[config.mk]
export PLATFORM = sky130hd
export DESIGN_NAME = brush_stamp_writer
export DESIGN_NICKNAME = d
export VERILOG_FILES = /design/src/rtl/brush_stamp_writer.sv
export SDC_FILE = /design/constraint.sdc
export NUM_CORES = 1
export LEC_CHECK = 0
export ABC_AREA = 1
export CAP_MARGIN = 15
export CORE_MARGIN = 2
export CORE_UTILIZATION = 30
export DETAILED_ROUTE_END_ITERATION = 12
export GPL_TIMING_DRIVEN = 1
export PLACE_DENSITY = 0.59
export SLEW_MARGIN = 5
export SYNTH_ARGS = -nofsm -noshare
export SYNTH_HDL_FRONTEND = slang
export SYNTH_SLANG_ARGS = --single-unit
[constraint.sdc]
create_clock -name clk -period 7.9 [get_ports clk]
set_input_delay 1.975 -clock clk [delete_from_list [all_inputs] [get_ports clk]]
set_output_delay 1.975 -clock clk [all_outputs]
set_load 0.02 [all_outputs]
[src/rtl/brush_stamp_writer.sv]
// Stamps a clipped square brush centred on the cursor, emitting one pixel write per handshake.
// Build option BRUSH_ROUND_EN (default off): the 5x5 brush skips its four corner pixels.
module brush_stamp_writer #(
  parameter int unsigned H_RES   = 640,
  parameter int unsigned V_RES   = 480,
  parameter int unsigned X_W     = 10,
  parameter int unsigned Y_W     = 9,
  parameter int unsigned COLOR_W = 12
) (
  input  logic               clk,
  input  logic               rst_n,
  input  logic               start,
  input  logic [X_W-1:0]     cursor_x,
  input  logic [Y_W-1:0]     cursor_y,
  input  logic [1:0]         cursor_size,
  input  logic [COLOR_W-1:0] color,
  output logic               busy,
  output logic               done,
  output logic               wr_valid,
  input  logic               wr_ready,
  output logic [X_W-1:0]     wr_x,
  output logic [Y_W-1:0]     wr_y,
  output logic [COLOR_W-1:0] wr_color
);

  localparam int unsigned XS_W = X_W + 1;
  localparam int unsigned YS_W = Y_W + 1;
  localparam logic [XS_W-1:0] H_LIM = XS_W'(H_RES);
  localparam logic [YS_W-1:0] V_LIM = YS_W'(V_RES);
  localparam logic signed [XS_W-1:0] X_MAX = $signed(XS_W'(H_RES - 1));
  localparam logic signed [YS_W-1:0] Y_MAX = $signed(YS_W'(V_RES - 1));

  typedef enum logic [1:0] {S_IDLE, S_SETUP, S_EMIT, S_DONE} state_e;

  state_e             state_q, state_d;
  logic [X_W-1:0]     cx_q, cx_d, x0_q, x0_d, x1_q, x1_d, px_q, px_d;
  logic [Y_W-1:0]     cy_q, cy_d, y1_q, y1_d, py_q, py_d;
  logic [1:0]         h_q, h_d;
  logic [COLOR_W-1:0] col_q, col_d;
  logic               busy_q, busy_d, done_q, done_d, valid_q, valid_d;

  logic signed [XS_W-1:0] x_lo, x_hi;
  logic signed [YS_W-1:0] y_lo, y_hi;
  logic [X_W-1:0]         bx0, bx1, sx, nx;
  logic [Y_W-1:0]         by0, by1;
  logic [YS_W-1:0]        sy, ny;
  logic                   off_screen, last;

  // Row-major pointer advance; y is one bit wider so stepping past the last row is visible.
  function automatic logic [X_W-1:0] step_x(input logic [X_W-1:0] x, input logic [X_W-1:0] lo,
                                             input logic [X_W-1:0] hi);
    return (x == hi) ? lo : x + X_W'(1);
  endfunction

  function automatic logic [YS_W-1:0] step_y(input logic [X_W-1:0] x, input logic [X_W-1:0] hi,
                                              input logic [YS_W-1:0] y);
    return (x == hi) ? y + YS_W'(1) : y;
  endfunction

`ifdef BRUSH_ROUND_EN
  function automatic logic is_corner(input logic [X_W-1:0] x, input logic [YS_W-1:0] y,
                                     input logic [X_W-1:0] cx, input logic [Y_W-1:0] cy,
                                     input logic [1:0] h);
    logic [XS_W-1:0] xw, cxw;
    logic [YS_W-1:0] cyw;
    xw  = {1'b0, x};
    cxw = {1'b0, cx};
    cyw = {1'b0, cy};
    return (h == 2'd2) && ((xw == cxw - XS_W'(2)) || (xw == cxw + XS_W'(2)))
                       && ((y == cyw - YS_W'(2)) || (y == cyw + YS_W'(2)));
  endfunction
`endif

  // Clipped bounds, first pixel and next-pixel pointer.
  always_comb begin
    x_lo = $signed({1'b0, cx_q}) - $signed(XS_W'(h_q));
    x_hi = $signed({1'b0, cx_q}) + $signed(XS_W'(h_q));
    y_lo = $signed({1'b0, cy_q}) - $signed(YS_W'(h_q));
    y_hi = $signed({1'b0, cy_q}) + $signed(YS_W'(h_q));
    bx0  = x_lo[XS_W-1] ? '0 : X_W'(x_lo);
    by0  = y_lo[YS_W-1] ? '0 : Y_W'(y_lo);
    bx1  = (x_hi > X_MAX) ? X_W'(X_MAX) : X_W'(x_hi);
    by1  = (y_hi > Y_MAX) ? Y_W'(Y_MAX) : Y_W'(y_hi);
    off_screen = ({1'b0, cx_q} >= H_LIM) || ({1'b0, cy_q} >= V_LIM);

    sx = bx0;
    sy = {1'b0, by0};
    nx = step_x(px_q, x0_q, x1_q);
    ny = step_y(px_q, x1_q, {1'b0, py_q});
`ifdef BRUSH_ROUND_EN
    if (is_corner(sx, sy, cx_q, cy_q, h_q)) begin
      sy = step_y(sx, bx1, sy);
      sx = step_x(sx, bx0, bx1);
    end
    if (is_corner(nx, ny, cx_q, cy_q, h_q)) begin
      ny = step_y(nx, x1_q, ny);
      nx = step_x(nx, x0_q, x1_q);
    end
`endif
    last = (ny > {1'b0, y1_q});
  end

  // Next-state and registered-output logic.
  always_comb begin
    state_d = state_q;
    cx_d    = cx_q;
    cy_d    = cy_q;
    h_d     = h_q;
    col_d   = col_q;
    x0_d    = x0_q;
    x1_d    = x1_q;
    y1_d    = y1_q;
    px_d    = px_q;
    py_d    = py_q;
    busy_d  = busy_q;
    done_d  = 1'b0;
    valid_d = valid_q;
    unique case (state_q)
      S_IDLE: begin
        if (start) begin
          cx_d    = cursor_x;
          cy_d    = cursor_y;
          h_d     = (cursor_size == 2'b00) ? 2'd0 : (cursor_size == 2'b10) ? 2'd2 : 2'd1;
          col_d   = color;
          busy_d  = 1'b1;
          state_d = S_SETUP;
        end
      end
      S_SETUP: begin
        x0_d = bx0;
        x1_d = bx1;
        y1_d = by1;
        if (off_screen) begin
          done_d  = 1'b1;
          state_d = S_DONE;
        end else begin
          px_d    = sx;
          py_d    = Y_W'(sy);
          valid_d = 1'b1;
          state_d = S_EMIT;
        end
      end
      S_EMIT: begin
        if (wr_ready) begin
          if (last) begin
            valid_d = 1'b0;
            done_d  = 1'b1;
            state_d = S_DONE;
          end else begin
            px_d = nx;
            py_d = Y_W'(ny);
          end
        end
      end
      S_DONE: begin
        busy_d  = 1'b0;
        state_d = S_IDLE;
      end
      default: state_d = S_IDLE;
    endcase
  end

  always_ff @(posedge clk or negedge rst_n) begin
    if (!rst_n) begin
      state_q <= S_IDLE;
      cx_q    <= '0;
      cy_q    <= '0;
      h_q     <= '0;
      col_q   <= '0;
      x0_q    <= '0;
      x1_q    <= '0;
      y1_q    <= '0;
      px_q    <= '0;
      py_q    <= '0;
      busy_q  <= 1'b0;
      done_q  <= 1'b0;
      valid_q <= 1'b0;
    end else begin
      state_q <= state_d;
      cx_q    <= cx_d;
      cy_q    <= cy_d;
      h_q     <= h_d;
      col_q   <= col_d;
      x0_q    <= x0_d;
      x1_q    <= x1_d;
      y1_q    <= y1_d;
      px_q    <= px_d;
      py_q    <= py_d;
      busy_q  <= busy_d;
      done_q  <= done_d;
      valid_q <= valid_d;
    end
  end

  assign busy     = busy_q;
  assign done     = done_q;
  assign wr_valid = valid_q;
  assign wr_x     = px_q;
  assign wr_y     = py_q;
  assign wr_color = col_q;

endmodule

==> impl_metrics.env, run 1 <==
export IMPL_status="finished clean"
export IMPL_drc=0
export IMPL_cts_tree="built"
export IMPL_yosys_area_top_type="dfrtp_1"
export IMPL_avgViaCountPerCell=4.592
export IMPL_cell_internal_pwr_mw=1.571
export IMPL_timing_fmax_mhz=256.2
export IMPL_dr_pass1_iters=5
export IMPL_tns_ns=0
export IMPL_wl_per_cell_um=13.37
export IMPL_swShare_pct=48.14
export IMPL_grtUsageTotal_pct=14.59
export IMPL_max_slew_margin_rel_pct=38.07
export IMPL_grt_overflow_total=0
export IMPL_holdPathEnd="wr_valid"
export IMPL_grt_pass1_wl_um=23160
export IMPL_maxSlewViolCount=0
export IMPL_path_cells="inv_2 -> nand2_1 -> nand2_1 -> nor2_1 -> nand2_1 -> nor2_2 -> nand2_1 -> inv_1 -> nand2_1 -> nand2_1 -> inv_1 -> ha_1 -> nand2_1 -> nor2_1 -> nand2_1 -> nand3_1 -> nand2_1 -> nand2_1 -> nand2_1 -> nand3_2 -> nand3_4 -> nand2_4 -> nor2_1 -> nor2_1"
export IMPL_synth_top_area_share_pct=39.16
export IMPL_nNetsFinal=862
export IMPL_max_cap_violations=0
export IMPL_coreArea_mm2=0.01796
export IMPL_synth_fp_nets=800
export IMPL_switchingPower_mw=1.459
export IMPL_vias=4734
export IMPL_tightestPinTransition_ns=0.9289
export IMPL_leakagePower_nw=3.228
export IMPL_critical_path_max_stage_delay_ns=0.51
export IMPL_cp_arrival_ns=4.18
export IMPL_worst_path_max_delay_cell="nand2_1"
export IMPL_power_frac_seq_pct=29.3
export IMPL_reg2reg_slack_ns=4.00
export IMPL_crit_required_ns=8.18
export IMPL_cp_common_cell="nand2_1"
export IMPL_die_h_um=139.3
export IMPL_vdd_drop_max_mv=0.1709
export IMPL_syn_area_per_cell_um2=7.466
export IMPL_die_w_um=139.3
export IMPL_synthFlopType="dfrtp_1"
export IMPL_power_frac_comb_pct=56.0
export IMPL_post_cts_repair_setup_buffers=0
export IMPL_grt_max_degree=69
export IMPL_cts_hold_buf=0
export IMPL_min_period_ns=3.903
export IMPL_yosys_warnings=0
export IMPL_syn2layout_area_growth_pct=21.27
export IMPL_finalHoldViolCount=0
export IMPL_power_share_clock_pct=14.7
export IMPL_startpoint_type="flop"
export IMPL_fillers=1855
export IMPL_power_density_mw_per_mm2=454.7
export IMPL_numClockSinks=86
export IMPL_first_global_vias=4543
export IMPL_synthArstFlopShare_pct=100.0
export IMPL_start_util_pct=30.59
export IMPL_synthTopCellsByCount="nand2_1 (226), inv_1 (88), dfrtp_1 (86)"
export IMPL_setup_worst_path_class="flop to flop"
export IMPL_synth_edf_count=0
export IMPL_finalWirelength_um=13790
export IMPL_crit_path_end_kind="flop"
export IMPL_grt_antenna_before_repair=0
export IMPL_cts_resized=0
export IMPL_worstHoldPathCells=2
export IMPL_root_buffer="clkbuf_16"
export IMPL_path_buf_inv=3
export IMPL_worstRegToRegCells=24
export IMPL_yosysMostFrequentCell="nand2_1"
export IMPL_rows=49
export IMPL_antenna_cells=0
export IMPL_fin_util_pct=37.10
export IMPL_drive_above_1_share_pct=7.232
export IMPL_first_iter_violations=433
export IMPL_synth_area_leaders="dfrtp_1 (39%), nand2_1 (15%), inv_1 (6.0%), ha_1 (5.2%), nor2_1 (4.4%)"
export IMPL_ys_types=38
export IMPL_yosys_register_bits=86
export IMPL_rsz0062_at_grt="false"
export IMPL_cts_made_buffers=9
export IMPL_clk_pin_slew_ns=0.06
export IMPL_synthesis_area_mm2=0.005495
export IMPL_r2r_end="wr_y[6]"
export IMPL_min_period_over_period_pct=49.40
export IMPL_critPathTopFamily="simple AND/OR/NAND/NOR gates"
export IMPL_die_area_mm2=0.01942
export IMPL_detail_route_antenna_nets=0
export IMPL_gp_congestion=0.8873
export IMPL_hold_class="flop to flop"
export IMPL_clk_latency_ns=0.35
export IMPL_cp_max_fo=29
export IMPL_finalSetupViolCount=0
export IMPL_cts_max_path_buffers=2
export IMPL_cts_max_level=3
export IMPL_ys_seq_area_share_pct=39.16
export IMPL_fin_skew_ns=0.007278
export IMPL_worstHoldStart="wr_valid"
export IMPL_hpwl_um=10310
export IMPL_netlist_instances=736
export IMPL_boundaryPins=71
export IMPL_r2r_start="wr_x[7]"
export IMPL_numPortBuffers=70
==> placed cells by master, fill, tap and decap left out, types with 6 or more instances in the layout <==
cell,instances
nand2_1,226
nor3_1,8
ha_1,23
o21ai_1,6
dfrtp_1,86
o211ai_1,6
clkdlybuf4s50_1,69
clkbuf_16,9
nand3_1,31
nand3_2,12
o22ai_1,8
o21ai_0,46
inv_1,88
nand2_2,7
nand4_1,9
a21oi_1,30
xor2_1,26
nor2_1,64
==> routing by layer <==
layer	share of wire, %	vias up	GRT usage [%]
met5	0	-	0
met4	1.3	0	4.359
met3	5.5	18	3.166
met2	41	136	21.21
met1	52	2116	21.67
li1	-	2464	-
==> stage by stage <==
| step | hold slack (ns) | setup slack (ns) | std cells | cell area (µm²) | total power, mW |
|---|---|---|---|---|---|
| finish | 0.4751 | 3.997 | 1031 | 6664 | 3.030 |
| global route | 0.5091 | 3.557 | 1031 | 6664 | 3.314 |
| CTS | 0.4829 | 4.031 | 1031 | 6664 | 3.053 |
| detailed placement | 0.4651 | 3.861 | 1016 | 6356 | 2.585 |
| global placement | 0.4602 | 3.858 | 1016 | 6356 | 2.574 |
| floorplan | 0.4440 | 5.012 | 736 | 5495 | 2.071 |
==> registers in the layout, summed over array words and instances (netlist names) <==
register	flops
busy	1
wr_x	10
x1_q	10
x0_q	10
cy_q	9
wr_valid	1
wr_y	9
done	1
wr_color	12
h_q	2
y1_q	9
state_q	2
cx_q	10
==> tightest hold or removal path, delay by kind of cell (launching register included) <==
kind          cells  cell delay (ns)
flops             1             0.35
simple gates      2             0.10
==> cell type report <==
class | instances | area (µm²) | area share, %
Clock inverter | 4 | 55.05 | 0.8261
Timing Repair Buffer | 74 | 728.2 | 10.93
Tap cell | 229 | 286.5 | 4.300
Sequential cell | 86 | 2152 | 32.29
Clock buffer | 11 | 252.7 | 3.793
Multi-Input combinational cell | 533 | 2836 | 42.56
Inverter | 94 | 352.8 | 5.295
==> power groups by stage <==
stage                     Sequential [mW]  Combinational (mW)  Clock (mW)
after floorplan                     0.931                1.14           0
after global placement              0.889                1.69           0
after detailed placement            0.891                1.69           0
after CTS                           0.887                1.71       0.460
after global routing                0.921                1.92       0.477
final                               0.887                1.70       0.446
==> logic make-up (layout without fill, tap and decap cells) <==
group / Yosys count / in the layout / share of synthesized area, %
flip-flops: 86 / 86 / 39.16
AND/OR/NAND/NOR: 367 / 367 / 28.92
XOR/XNOR: 30 / 30 / 4.781
adder cells (fa/ha/maj): 27 / 27 / 6.694
AO/OA/AOI/OAI: 109 / 109 / 11.22
buffers and inverters: 117 / 183 / 9.221
==> worst max path at each step <==
stage | start | endpoint | slack, ns | cells past startpoint
after floorplan | wr_ready | wr_x[2] | 5.01 | 6
after global placement | start | cx_q[8] | 3.86 | 6
after detailed placement | start | cx_q[8] | 3.86 | 6
after CTS | wr_x[7] | wr_y[6] | 4.03 | 24
after global routing | wr_x[7] | wr_y[4] | 3.56 | 21
final | wr_x[7] | wr_y[6] | 4.00 | 24
No activity file was read; power rests on OpenSTA's default activity.
==> run 2, diff against run 1 <==
--- a/config.mk
+++ b/config.mk
@@ -11,7 +11,7 @@
 export CORE_UTILIZATION = 30
 export DETAILED_ROUTE_END_ITERATION = 12
 export GPL_TIMING_DRIVEN = 1
-export PLACE_DENSITY = 0.59
+export PLACE_DENSITY = 0.6
 export SLEW_MARGIN = 5
 export SYNTH_ARGS = -nofsm -noshare
 export SYNTH_HDL_FRONTEND = slang
==> constraint.sdc (replaced) <==
create_clock -name clk -period 3.4 [get_ports clk]
set_input_delay 0.85 -clock clk [delete_from_list [all_inputs] [get_ports clk]]
set_output_delay 0.85 -clock clk [all_outputs]
set_load 0.02 [all_outputs]
==> run 2 against run 1 <==
Critical endpoint is now wr_x[7]. Largest power group unchanged. Utilization increased by 0.37 points. Critical path depth shrank 6. Critical path type unchanged. Total power increased by 130%. First-iteration DRC count increased by 1.2%.
==> impl_metrics.env, run 2 (same netlist as run 1, synthesis figures left out) <==
export IMPL_status="finished clean"
export IMPL_cts_max_level=3
export IMPL_cts_made_buffers=9
export IMPL_rows=49
export IMPL_cts_max_path_buffers=2
export IMPL_drc=0
export IMPL_grt_max_degree=58
export IMPL_use_met2_pct=21.16
export IMPL_die_w_um=139.3
export IMPL_holdPathEnd="wr_valid"
export IMPL_tightestPinTransition_ns=0.7408
export IMPL_startpoint_type="flop"
export IMPL_critical_path_max_stage_delay_ns=0.45
export IMPL_mostFrequentLayoutCells="nand2_1 (225), inv_1 (88), dfrtp_1 (85)"
export IMPL_cts_tree="built"
export IMPL_leakagePower_nw=3.269
export IMPL_grt_busiest_layer="met1"
export IMPL_clk_pin_slew_ns=0.07
export IMPL_layout_commonest_cell="nand2_1"
export IMPL_worst_slack_ns=0.3607
export IMPL_power_density_mw_per_mm2=1046
export IMPL_setup_worst_path_class="flop to flop"
export IMPL_hpwl_um=10170
export IMPL_cp_arrival_ns=3.31
export IMPL_power_mw=7.040
export IMPL_vdd_drop_max_mv=0.4272
export IMPL_r2r_end="wr_x[7]"
export IMPL_cts_resized=0
export IMPL_cp_max_fo=19
export IMPL_root_buffer="clkbuf_16"
export IMPL_boundaryPins=71
export IMPL_rsz0062_at_grt="false"
export IMPL_timing_fmax_mhz=329.0
export IMPL_start_util_pct=30.59
export IMPL_cp_common_cell="nand2_1"
export IMPL_r2r_start="wr_x[5]"
export IMPL_path_buf_inv=4
export IMPL_max_cap_violations=0
export IMPL_grt_pass1_wl_um=23470
export IMPL_placed_cells=1023
export IMPL_finalWirelength_um=13690
export IMPL_vias=4742
export IMPL_numPortBuffers=70
export IMPL_finalHoldViolCount=0
export IMPL_grtUsageTotal_pct=14.63
export IMPL_avgViaCountPerCell=4.564
export IMPL_worstRegToRegCells=18
export IMPL_largest_reg_flops=12
export IMPL_path_cells="xnor2_1 -> nand2_1 -> nor2_1 -> nand2_4 -> inv_1 -> nand2_1 -> nand2_1 -> inv_1 -> ha_1 -> nand2_1 -> inv_1 -> nand4_1 -> nor3_1 -> nand2_2 -> nand3_4 -> buf_4 -> a21oi_1 -> nor2_1"
export IMPL_worstHoldPathCells=2
export IMPL_clk_latency_ns=0.34
export IMPL_tns_ns=0
export IMPL_antenna_cells=0
export IMPL_worstHoldStart="wr_valid"
export IMPL_cts_hold_buf=0
export IMPL_met3_usage_pct=2.581
export IMPL_wl_per_cell_um=13.18
export IMPL_hold_class="flop to flop"
export IMPL_fin_util_pct=37.47
export IMPL_critPathTopFamily="simple AND/OR/NAND/NOR gates"
export IMPL_pre_cts_ws_ns=0.2668
export IMPL_die_area_mm2=0.01942
export IMPL_first_global_vias=4582
export IMPL_maxSlewViolCount=0
export IMPL_finalSetupViolCount=0
export IMPL_crit_required_ns=3.67
export IMPL_grt_antenna_before_repair=0
export IMPL_dr_pass1_iters=5
export IMPL_min_period_ns=3.039
export IMPL_placed_area_mm2=0.006421
export IMPL_fin_worst_hold_slack_ns=0.4761
export IMPL_instances_no_fill=1039
export IMPL_gp_congestion=0.8804
export IMPL_die_h_um=139.3
export IMPL_fin_skew_ns=0.008277
export IMPL_max_slew_margin_rel_pct=50.62
export IMPL_post_cts_repair_setup_buffers=0
export IMPL_min_period_over_period_pct=89.39
export IMPL_reg2reg_slack_ns=0.36
export IMPL_syn2layout_area_growth_pct=22.47
export IMPL_gr_usage_met1_pct=22.53
export IMPL_first_iter_violations=438
export IMPL_coreArea_mm2=0.01796
export IMPL_grt_overflow_total=0
export IMPL_drive_above_1_share_pct=8.395
export IMPL_crit_path_end_kind="flop"
export IMPL_worst_path_max_delay_cell="dfrtp_1"
export IMPL_nNetsFinal=869
export IMPL_detail_route_antenna_nets=0
export IMPL_fin_area_mm2=0.006730
export IMPL_numClockSinks=86
[run 2: routing by layer]
| layer | wire (µm) | vias to the layer above |
|---|---|---|
| li1 | - | 2482 |
| met2 | 5614 | 107 |
| met3 | 605 | 15 |
| met1 | 7323 | 2138 |
| met4 | 146 | 0 |
| met5 | 0 | - |
[run 2: report_power, final]
part | switching [mW] | internal, mW
Clock | 0.442 | 0.571
Combinational | 2.42 | 1.54
Sequential | 0.532 | 1.53
Total | 3.40 | 3.64
[run 2: worst reg2reg max path, delay by kind of cell (launching register included)]
family          cells  cell delay [ns]
simple gates       11             1.39
buf+inv             4             0.54
flops               1             0.45
fa+ha+maj           1             0.28
xor+xnor            1             0.17
compound gates      1             0.11
[run 2: layout make-up]
type,instances,area (µm²)
Fill cell,1870,11230
Multi-Input combinational cell,533,2844
Sequential cell,86,2153
Timing Repair Buffer,81,793.3
Inverter,94,352.8
Tap cell,229,286.5
Clock buffer,9,225.2
Clock inverter,7,75.07
[run 2: how the worst max path moves through the flow]
stage / startpoint / endpoint / slack (ns) / depth (start not counted)
6_report: wr_x[5] / wr_x[7] / 0.36 / 18
5_1_grt: wr_x[4] / wr_y[5] / 0.03 / 21
4_1_cts: wr_x[7] / wr_y[4] / 0.20 / 21
3_5_place_dp: wr_x[7] / wr_y[5] / 0.27 / 24
3_3_place_gp: wr_x[7] / wr_x[7] / 0.30 / 22
2_1_floorplan: wr_x[3] / wr_x[2] / 0.66 / 24
